==> config.mk <==
export PLATFORM = sky130hd
export DESIGN_NAME = fetch_stage
export DESIGN_NICKNAME = d
export VERILOG_FILES = /design/src/rtl/fetch_stage.sv
export SDC_FILE = /design/constraint.sdc
export NUM_CORES = 1
export LEC_CHECK = 0
export CAP_MARGIN = 20
export CORE_MARGIN = 4
export CORE_UTILIZATION = 44
export DETAILED_ROUTE_END_ITERATION = 10
export HOLD_SLACK_MARGIN = 0.15
export PLACE_DENSITY = 0.86
export SYNTH_ARGS = -nofsm -noshare
export SYNTH_HDL_FRONTEND = slang
export SYNTH_SLANG_ARGS = --single-unit
==> constraint.sdc <==
create_clock -name clk -period 4.84 [get_ports clk]
set_input_delay 1.452 -clock clk [delete_from_list [all_inputs] [get_ports clk]]
set_output_delay 1.452 -clock clk [all_outputs]
set_load 0.01 [all_outputs]
==> src/rtl/fetch_stage.sv <==
// Instruction-fetch stage: owns the PC, drives a 1-cycle-latency instruction memory,
// buffers the instruction across decode stalls and squashes wrong-path slots on redirect.
module fetch_stage #(
  parameter logic [31:0] RESET_PC  = 32'h0000_2000,
  parameter logic [31:0] NOP_INSTR = 32'h0000_0013
) (
  input  logic        clk,
  input  logic        rst,
  input  logic        stall,
  input  logic        redirect_valid,
  input  logic [31:0] redirect_pc,
  input  logic [31:0] imem_dout,
  output logic [31:0] imem_addr,
  output logic        imem_en,
  output logic [31:0] instr_out,
  output logic [31:0] pc_out,
  output logic        instr_valid,
  output logic [31:0] instr_count
);

  typedef enum logic [1:0] {BOOT, RUN, HOLD} state_t;

  state_t      state;
  logic [31:0] pc_f;
  logic [31:0] hold_instr;
  logic [31:0] redirect_addr;
  logic [31:0] pc_next;

  assign redirect_addr = {redirect_pc[31:2], 2'b00};
  assign pc_next       = pc_f + 32'd4;

  // Redirect outranks stall: a squashed slot never needs holding.
  always_comb begin
    imem_addr   = pc_next;
    imem_en     = 1'b1;
    instr_out   = imem_dout;
    pc_out      = pc_f;
    instr_valid = 1'b1;
    case (state)
      RUN, HOLD: begin
        if (state == HOLD) instr_out = hold_instr;
        if (redirect_valid) begin
          instr_out   = NOP_INSTR;
          instr_valid = 1'b0;
          imem_addr   = redirect_addr;
        end else if (stall) begin
          imem_en   = 1'b0;
          imem_addr = pc_f;
        end
      end
      default: begin
        imem_addr   = RESET_PC;
        instr_out   = NOP_INSTR;
        instr_valid = 1'b0;
      end
    endcase
  end

  always_ff @(posedge clk) begin
    if (rst) begin
      state       <= BOOT;
      pc_f        <= RESET_PC;
      hold_instr  <= NOP_INSTR;
      instr_count <= 32'd0;
    end else begin
      if (instr_valid && !stall && !redirect_valid)
        instr_count <= instr_count + 32'd1;
      case (state)
        RUN: begin
          if (redirect_valid) begin
            pc_f <= redirect_addr;
          end else if (stall) begin
            hold_instr <= imem_dout;
            state      <= HOLD;
          end else begin
            pc_f <= pc_next;
          end
        end
        HOLD: begin
          if (redirect_valid) begin
            pc_f  <= redirect_addr;
            state <= RUN;
          end else if (!stall) begin
            pc_f  <= pc_next;
            state <= RUN;
          end
        end
        default: begin
          pc_f  <= RESET_PC;
          state <= RUN;
        end
      endcase
    end
  end

endmodule

After elaboration in Yosys (flattened, before gate mapping)
Cells that the tools add are included.

storage, ports and cells
  RAM bits = 0
  input bits = 68
  bits in latches = 0
  memory bits (read-only) = 0
  flip-flop bits (word level) = 98
  memories kept = 0
  output and inout bits = 130

cells by class
  $add $sub $neg = 2
  $mul = 0
  eq/ne operators = 5
  divide/modulo/power cells = 0
  mux-type cells = 16
  reduce and logical (&&, ||, !) cells = 7
  shift-type cells = 0
  bitwise logic cells = 1
  magnitude comparators = 0

operator list
  kind                                            count
  two-way mux 32 bit                              6
  adder 32 x 1 -> 32 bit (second input constant)  1
  adder 32 x 3 -> 32 bit (second input constant)  1
  two-way mux 2 bit                               4
  AND reduction 3 bit                             2
  two-way mux 1 bit                               5
  != test 2 bit (second input constant)           2
  one-hot mux 2 bit (2 select lines)              1
  != test 3 bit (second input constant)           1
  == test 2 x 1 -> 1 bit (second input constant)  1
  == test 2 bit (second input constant)           1
  logical AND 1 bit                               2
  logical NOT 1 bit                               2
  OR reduction 2 bit                              1
  NOT 1 bit                                       1

Longest topological paths before layout
  depth in word-level cells = 5
  depth in mapped cells = 10

Worst setup path after synthesis
OpenSTA, ideal clock, no wires.

  path type = input to output
  from = input stall
  to = output imem_addr[23]
  path buffers = 0
  arrival time = 3.163 ns
  data required time = 3.388 ns
  path slack = 0.225 ns
  cell stages on the path = 5
  cells stage by stage = nand4b_1 nor4_1 a31o_2 a21oi_1 nor3_1

between the ends
  cells in the longest elaborated chain, start to end = 3

ends and longest elaborated chain
  what                RTL line  source
  from (decl)         9         input logic stall,
  two-way mux 32 bit  46        end else if (stall) begin
  two-way mux 32 bit  42        if (redirect_valid) begin
  two-way mux 32 bit  n/a
  to (decl)           13        output logic [31:0] imem_addr,

Every way passes these cells.

Final worst setup path
  from = input stall
  to = output imem_addr[14]

Same word-level chain as after synthesis.

==> impl_metrics.csv <==
group,metric,value,unit
status,outcome,"finished clean",
clocking,cts_sinks,98,
worst_setup_path,cp_slowest_cell,"dlygate4sd2_1",
synthesis,yosysTopAreaCell,"dfxtp_1",
finish,fin_nets,957,
sta,worst_hold_slack,0.454,ns
worst_setup_path,path_class,"primary input to output pin",
finish,area_growth,51.5,%
detailed_routing,vias,5682,
worst_setup_path,path_max_fanout,3,
detailed_routing,wire_per_inst,16.3,um
grt,grt-ovfl-total,0,
synthesis,synth.net_count,752,
detailed_routing,drc,0,
sta,fin_crit,4.78,ns
synthesis,ys_seq_area_frac,0.382,
clocking,h-tree-depth,3,
worst_setup_path,path_cells,"clkbuf_2, buf_4, nand4b_1, buf_4, buf_4, buf_4, nor4_2, mux2i_1, and3_1, nor2_1, dlygate4sd2_1",
worst_setup_path,worst-path-buf-inv,6,
power_and_ir_drop,p_per_area,248,mW/mm2
worst_setup_path,startpoint_type,"primary input",
detailed_routing,drt_first_pass_iters,6,
worst_setup_path,cp.required,3.39,ns
power_and_ir_drop,ir_drop,0.179,mV
sta,slew_viol_final,0,
synthesis,ys_async_sr_fraction,0,
synthesis,dominantRegCellSynth,"dfxtp_1",
clocking,numCtsBuffers,9,
power_and_ir_drop,seq_power_share,0.444,
placed_design,portBuffers,195,
floorplanning,fp.dieW,116,um
grt,grt_pass1_wl,25.7,mm
clocking,hold_buffers,0,
power_and_ir_drop,comb_power_share,0.190,
grt,grt_usage,0.237,
synthesis,yosysWarningCount,0,
synthesis,syn_inst,680,
detailed_routing,via_per_inst,5.52,
power_and_ir_drop,p_int,1420,uW
worst_setup_path,endpoint_kind,"output pin",
sta,relSlewSlack,0.499,
worst_setup_path,cp.arrival,3.33,ns
power_and_ir_drop,switching_share,0.262,
grt,grt_pass1_vias,5358,
sta,hold_violations,0,
worst_setup_path,cp_top_family,"buffers and inverters",
clocking,cts.clk_slew.worst_paths,0.06,ns
synthesis,ys_top_cells_by_area,"dfxtp_1, nor2_1, mux2i_1",
synthesis,synth-edff-count,0,
placed_design,finalWeightedCongestion,0.885,
grt,antenna_found_initial,0,
grt,grt_max_degree,47,
sta,setup_violations,0,
synthesis,synth_top_area_frac,0.382,
power_and_ir_drop,p_clk_frac,0.366,
detailed_routing,drtAntennaViolNets,0,
synthesis,ys_seq_elements,98,
hold_path,hp-class,"flip-flop to flip-flop",
flow_run,cap_violations,0,
worst_setup_path,cpPeakStageDelay,0.32,ns
clocking,ctsLongestPathBuffers,2,
floorplanning,start_util,0.450,
power_and_ir_drop,p_leak,0.00283,uW
clocking,root_buffer,"clkbuf_16",
synthesis,synth_cell_types,41,
finish,num_antenna_cells,0,
floorplanning,num_io_pins,198,
synthesis,syn_area,0.00513,mm2
placed_design,hpwl,11.7,mm
floorplanning,num_rows,39,
finish,final_util,0.681,
clocking,clk_latency,0.34,ns
worst_setup_path,cp_common_cell,"buf_4",
synthesis,syn_area_per_cell,7.55,um2
sta,finClkSkew,0.00487,ns
clocking,cts_tree,"done",
detailed_routing,drt-total-wl,16.8,mm
sta,max_freq,209,MHz
detailed_routing,drt_first_iter_violations,408,
sta,tightest_slew,0.744,ns
sta,min_period_over_period,0.988,
finish,drive_gt1_frac,0.103,
floorplanning,die-area,0.0135,mm2
power_and_ir_drop,p_switching,505,uW
floorplanning,dieHeight,116,um
floorplanning,core_area,0.0114,mm2
[layout by cell type, fill, tap and decap left out, types with 15 or more instances in the layout]
cell and n:
xnor2_1 24, nand4_1 20, clkdlybuf4s50_1 175, mux2i_1 36
buf_4 43, a21oi_1 50, nor3_1 48, nand3_1 15
nand2_1 87, inv_1 15, nor2_1 110, dfxtp_1 98
[cells in the mapped netlist (all sizes together) (6+ instances only)]
cell type / instances
mux2i: 36
clkbuf: 39
nor4: 16
nor2b: 9
dfxtp: 98
nor3: 55
nor2: 110
nand2: 88
and3: 8
or3: 10
inv: 16
buf: 6
nand3: 15
xnor2: 24
nand4: 20
xor2: 14
a31o: 6
a21oi: 52
o21ai: 9
[worst min-delay path, delay by kind of cell, from the launching register on]
kind             cells  cell delay (ns)
AO/OA/AOI/OAI        1             0.05
AND/OR/NAND/NOR      1             0.05
flip-flops           1             0.31
[area by class of cell]
cell class / count / area [um2]
multi-input cells: 520 / 3030
fillers: 945 / 3640
flip-flops and latches: 98 / 1960
inverters: 17 / 63.8
clock inverters: 3 / 42.5
repair buffers: 239 / 2260
clock buffers: 10 / 239
well taps: 143 / 179
[sequential cells by signal (all words and copies together), names as in the netlist]
register     flops
pc_out          32
state            2
instr_count     32
hold_instr      32
[power by group through the flow]
| stage | sequential, uW | clock [uW] | combinational (uW) |
|---|---|---|---|
| 5_1_grt | 859 | 742 | 393 |
| 3_3_place_gp | 872 | 0 | 363 |
| 4_1_cts | 856 | 717 | 364 |
| 3_5_place_dp | 873 | 0 | 367 |
| 6_report | 857 | 707 | 367 |
| 2_1_floorplan | 873 | 0 | 161 |
[path summary, 6_finish.rpt]
check | start | to | slack, ns | depth (start not counted)
worst min-delay path | hold_instr[13] | hold_instr[13] | 0.45 | 2
worst max-delay path | stall | imem_addr[14] | 0.06 | 11
worst max register to register | state[0] | instr_count[22] | 1.99 | 8
worst min register to register | hold_instr[13] | hold_instr[13] | 0.45 | 2
[kinds of logic after synthesis]
kind of cell / share of synthesized area
AOI/OAI and AO/OA: 0.0887
muxes: 0.0768
adders and majority gates: 0.00975
and+or+nand+nor: 0.330
xor gates and xnor gates: 0.0648
buffers and inverters: 0.0473
DFF: 0.382
[metrics by stage]
stage	worst slack (ns)	total power [uW]	setup TNS, ns	cells	cell area [um2]
after floorplan	0.225	1030	0	680	5130
after global placement	-0.414	1240	-5.27	1005	7340
after detailed placement	-0.593	1240	-6.34	1005	7340
after CTS	0.00320	1940	0	1028	7740
after global routing	-0.101	1990	-0.424	1030	7770
final	0.0564	1930	0	1030	7770
[per-layer routing]
metal	routed length (um)	up-vias	part of all wire	global-route usage
met1	6700	2633	0.40	0.279
met3	1390	47	0.082	0.0574
li1	-	2744	-	-
met2	8200	258	0.49	0.409
met5	0	-	0	0
met4	533	0	0.032	0.108
[what timing repair did]
item                       CTS  global route
resized for setup           34            13
setup endpoints to repair   26            20
setup buffers               10             2
pin swaps                    5             4
hold endpoints to repair     0             0
gates cloned                 0             0
Power figures use the tool's default switching activity.
